**src/rtl/weighted_rr_arbiter.sv**
```systemverilog
// weighted_rr_arbiter: zero-latency round-robin arbiter with per-agent weighted bursts and hold lock
module weighted_rr_arbiter #(
    parameter int AGENTS_NUM   = 4,
    parameter int WEIGHT_WIDTH = 3
) (
    input  logic                                 clk,
    input  logic                                 rst,
    input  logic [AGENTS_NUM-1:0]                requests_i,
    input  logic [AGENTS_NUM-1:0]                hold_i,
    input  logic [AGENTS_NUM*WEIGHT_WIDTH-1:0]   weights_i,
    output logic [AGENTS_NUM-1:0]                grants_o,
    output logic                                 grant_valid_o,
    output logic [$clog2(AGENTS_NUM)-1:0]        grant_id_o
);
    localparam int PTR_SIZE = $clog2(AGENTS_NUM);
    typedef enum logic {IDLE, GRANTED} state_t;
    state_t                  r_state, w_state_next;
    logic [PTR_SIZE-1:0]     r_owner, w_owner_next, r_hp, w_hp_next, w_pick, w_gid;
    logic [WEIGHT_WIDTH-1:0] r_credits, w_credits_next, w_wsel;
    logic [WEIGHT_WIDTH-1:0] w_weights [AGENTS_NUM];
    logic                    w_cont, w_found, w_valid;
    int                      w_idx;
    for (genvar g = 0; g < AGENTS_NUM; g++) begin : g_w
        assign w_weights[g] = weights_i[g*WEIGHT_WIDTH +: WEIGHT_WIDTH];
    end
    assign w_cont        = r_state == GRANTED && requests_i[r_owner] && (hold_i[r_owner] || r_credits != '0);
    assign w_gid         = w_cont ? r_owner : w_pick;
    assign w_valid       = w_cont || w_found;
    assign w_wsel        = w_weights[w_pick];
    assign grant_valid_o = w_valid;
    assign grant_id_o    = w_valid ? w_gid : '0;
    always_comb begin
        w_pick  = '0;
        w_found = 1'b0;
        w_idx   = 0;
        for (int k = AGENTS_NUM - 1; k >= 0; k--) begin
            w_idx = int'(r_hp) + k;
            w_idx = w_idx >= AGENTS_NUM ? w_idx - AGENTS_NUM : w_idx;
            if (requests_i[w_idx[PTR_SIZE-1:0]]) begin
                w_pick  = w_idx[PTR_SIZE-1:0];
                w_found = 1'b1;
            end
        end
    end
    always_comb begin
        grants_o = '0;
        if (w_valid) grants_o[w_gid] = 1'b1;
    end
    always_comb begin
        w_state_next   = r_state;
        w_owner_next   = r_owner;
        w_credits_next = r_credits;
        w_hp_next      = r_hp;
        if (w_cont) begin
            w_credits_next = r_credits == '0 ? '0 : r_credits - 1'b1;
        end else if (w_found) begin
            w_state_next   = GRANTED;
            w_owner_next   = w_pick;
            w_credits_next = w_wsel == '0 ? '0 : w_wsel - 1'b1;
            w_hp_next      = w_pick == PTR_SIZE'(AGENTS_NUM - 1) ? '0 : w_pick + PTR_SIZE'(1);
        end else begin
            w_state_next   = IDLE;
        end
    end
    always_ff @(posedge clk or posedge rst) begin
        if (rst) begin
            r_state   <= IDLE;
            r_owner   <= '0;
            r_credits <= '0;
            r_hp      <= '0;
        end else begin
            r_state   <= w_state_next;
            r_owner   <= w_owner_next;
            r_credits <= w_credits_next;
            r_hp      <= w_hp_next;
        end
    end
endmodule

```
**config.mk**
```make
export PLATFORM = sky130hd
export DESIGN_NAME = weighted_rr_arbiter
export DESIGN_NICKNAME = d
export VERILOG_FILES = /design/src/rtl/weighted_rr_arbiter.sv
export SDC_FILE = /design/constraint.sdc
export NUM_CORES = 1
export LEC_CHECK = 0
export CAP_MARGIN = 25
export CELL_PAD_IN_SITES_DETAIL_PLACEMENT = 1
export CELL_PAD_IN_SITES_GLOBAL_PLACEMENT = 1
export CORE_MARGIN = 2
export CORE_UTILIZATION = 28
export CTS_CLUSTER_SIZE = 8
export DETAILED_ROUTE_END_ITERATION = 10
export PLACE_DENSITY = 0.75
export SETUP_SLACK_MARGIN = 0.2
export SYNTH_ARGS = -nofsm -noshare
export SYNTH_HDL_FRONTEND = slang
export SYNTH_SLANG_ARGS = --single-unit
```
**constraint.sdc**
```tcl
create_clock -name clk -period 1.75 [get_ports clk]
set_input_delay 0.175 -clock clk [delete_from_list [all_inputs] [get_ports clk]]
set_output_delay 0.175 -clock clk [all_outputs]
set_load 0.02 [all_outputs]
```
==> flow_summary.json <==
{
  "cts.sinks": 8,
  "synth.net_count": 116,
  "dp_slack_ps": -833.3,
  "ys_types": 42,
  "antenna_found_initial": 0,
  "endpoint": "grants_o[3]",
  "r2r_start": "r_credits[0]",
  "startpoint": "r_credits[0]",
  "fin_util_pct": 58.96,
  "dp_cells": 178,
  "syn_area_um2": 780.7,
  "place.gp.congestion": 0.7758,
  "rows": 19,
  "grt_pass1_vias": 1125,
  "power_density_nw_per_um2": 1991,
  "rr_worst_depth": 11,
  "via_per_inst": 5.281,
  "globalRouteTotalUtil_pct": 21.09,
  "p_total_w": 0.003181,
  "die_w_um": 56.81,
  "io_pins": 29,
  "holdBufCountCts": 0,
  "die_h_um": 56.81,
  "die_area_um2": 3227,
  "clk_pin_slew_ps": 60,
  "fmax_mhz": 426.1,
  "crit_type": "reg -> out",
  "rsz0062_at_grt": "true",
  "slew_violations": 0,
  "yosys_most_used_dff": "dfrtp_1",
  "cts_htree_levels": 1,
  "drc_errors": 0,
  "setup_viol": 14,
  "irDropWorstVdd_uv": 1472,
  "drt_iter0_drc": 36,
  "fin_ws_ps": -596.7,
  "coreArea_um2": 2710,
  "final-hold-violation-count": 0,
  "drt_pass1_iterations": 4,
  "final_cells": 196,
  "final_common_cell": "buf_4",
  "status": "finished, violations left",
  "finClkSkew_ps": 9.709,
  "num_vias": 1035,
  "yosysSeqAreaShare_pct": 25.64,
  "avgRoutedWirePerCell_um": 18.49,
  "synth_edf_count": 0,
  "slew_headroom_pct": 77.08,
  "clock_latency_ps": 260,
  "start_util_pct": 28.81,
  "most-common-layout-cells": "36 x buf_4, 21 x clkdlybuf4s50_1, 12 x buf_6",
  "endpoint_kind": "primary output",
  "worst_ep_arrival_time_ps": 2170,
  "antennaDiodeCount": 0,
  "violations": "setup timing",
  "drive_gt1_share_pct": 52.12,
  "reg2reg_to": "r_credits[1]",
  "syn_inst": 92,
  "io_buffers": 28,
  "yosysWarnings": 0,
  "ys_ff_latch": 8,
  "dp_hpwl_mm": 2.281,
  "min_path_type": "in -> async",
  "period_share_pct": 134.1,
  "period_needed_ps": 2347,
  "ys_async_sr_fraction_pct": 100.0,
  "worstPathRequired_ps": 1570,
  "avgSynthCellArea_um2": 8.486,
  "clk_path_buf_depth": 2,
  "crit_path_start_kind": "flip-flop",
  "cts_tree": "yes",
  "crit_path_max_fanout": 5,
  "grt_pass1_wl_mm": 5.340,
  "cts_root_buffer": "clkbuf_4",
  "tightest_slew_ps": 343.5,
  "r2r_slack_ps": -530,
  "areaGrowthSynthToFinish_pct": 104.6,
  "cap_viol_max_count": 0,
  "grt_max_degree": 9,
  "nets": 191,
  "routed_wl_mm": 3.625,
  "power.leakage_nw": 0.7176,
  "ant_nets": 0,
  "grt_overflow": 0,
  "numCtsBuffers": 3,
  "finalSetupTns_ps": -6129
}
critical path, cell delays in order (launching register included):
cell     delay [ps]
dfrtp_1         400
nor2_4          150
ha_4            170
nor2b_4         150
nor3b_2          60
o311a_4         390
o21ai_4         220
buf_6           130
and2_4          140
buf_6           110
routing by layer:
metal	vias to the layer above	GRT usage (%)	routed length, µm
met4	0	4.319	10
li1	491	-	-
met3	2	4.378	90
met1	528	24.72	1463
met2	14	39.20	2061
met5	-	0	0
power breakdown:
part | switching, W | total, W | internal [W] | leakage [nW]
Clock | 0.0000708 | 0.000150 | 0.0000790 | 0.0138
Sequential | 0.0000933 | 0.000365 | 0.000271 | 0.0937
Combinational | 0.00122 | 0.00267 | 0.00145 | 0.610
cells in the mapped netlist, types with 2 or more instances:
master | count | area share (%)
o21ai_0 | 7 | 4.5
nand2_1 | 8 | 3.8
o21ai_1 | 3 | 1.9
and2_1 | 2 | 1.6
nor2_1 | 2 | 0.96
nand3_2 | 4 | 5.1
inv_1 | 6 | 2.9
a21o_1 | 2 | 1.9
nand3_1 | 9 | 5.8
a21oi_1 | 3 | 1.9
dfrtp_1 | 8 | 26
a22oi_1 | 3 | 2.9
ha_1 | 2 | 3.2
nand2b_1 | 2 | 1.6
nor2b_1 | 4 | 3.2
flip-flops by register name (all words and copies together) (netlist names):
name	flops
r_state	1
r_owner	2
r_hp	2
r_credits	3
metrics by stage:
stage	hold WS, ps	cell area [µm²]
6_report	188.1	1598
5_1_grt	187.1	1598
4_1_cts	183.3	1523
3_5_place_dp	458.6	1348
3_3_place_gp	453.3	1348
2_1_floorplan	-9.342	825.8
logic make-up after synthesis:
family                   share of synthesized area (%)
adder cells (fa/ha/maj)                          3.205
XOR/XNOR                                         1.122
multiplexers                                     1.282
buffers and inverters                            3.365
flip-flops                                       25.64
AND/OR/NAND/NOR                                  36.38
AO/OA/AOI/OAI                                    29.00
worst min-delay path by stage:
stage | from | end
after floorplan | rst | r_credits[0]
after global placement | rst | r_owner[0]
after detailed placement | rst | r_owner[0]
after CTS | rst | r_owner[0]
after global routing | rst | r_owner[0]
final | rst | r_owner[0]
repair_timing:
item | in CTS | in global routing
endpoints found under the setup margin | 14 | 14
setup buffers | 10 | 5
gates resized for setup | 53 | 8
pin swaps | 9 | 11
cell type report:
cell class / instances / area [µm²]
flip-flops and latches: 8 / 200.2
clock buffers: 3 / 22.52
fillers: 321 / 1112
repair buffers: 70 / 626.9
inverters: 7 / 26.28
multi-input cells: 77 / 683.2
well taps: 31 / 38.79
(Power assumes the default switching activity.)
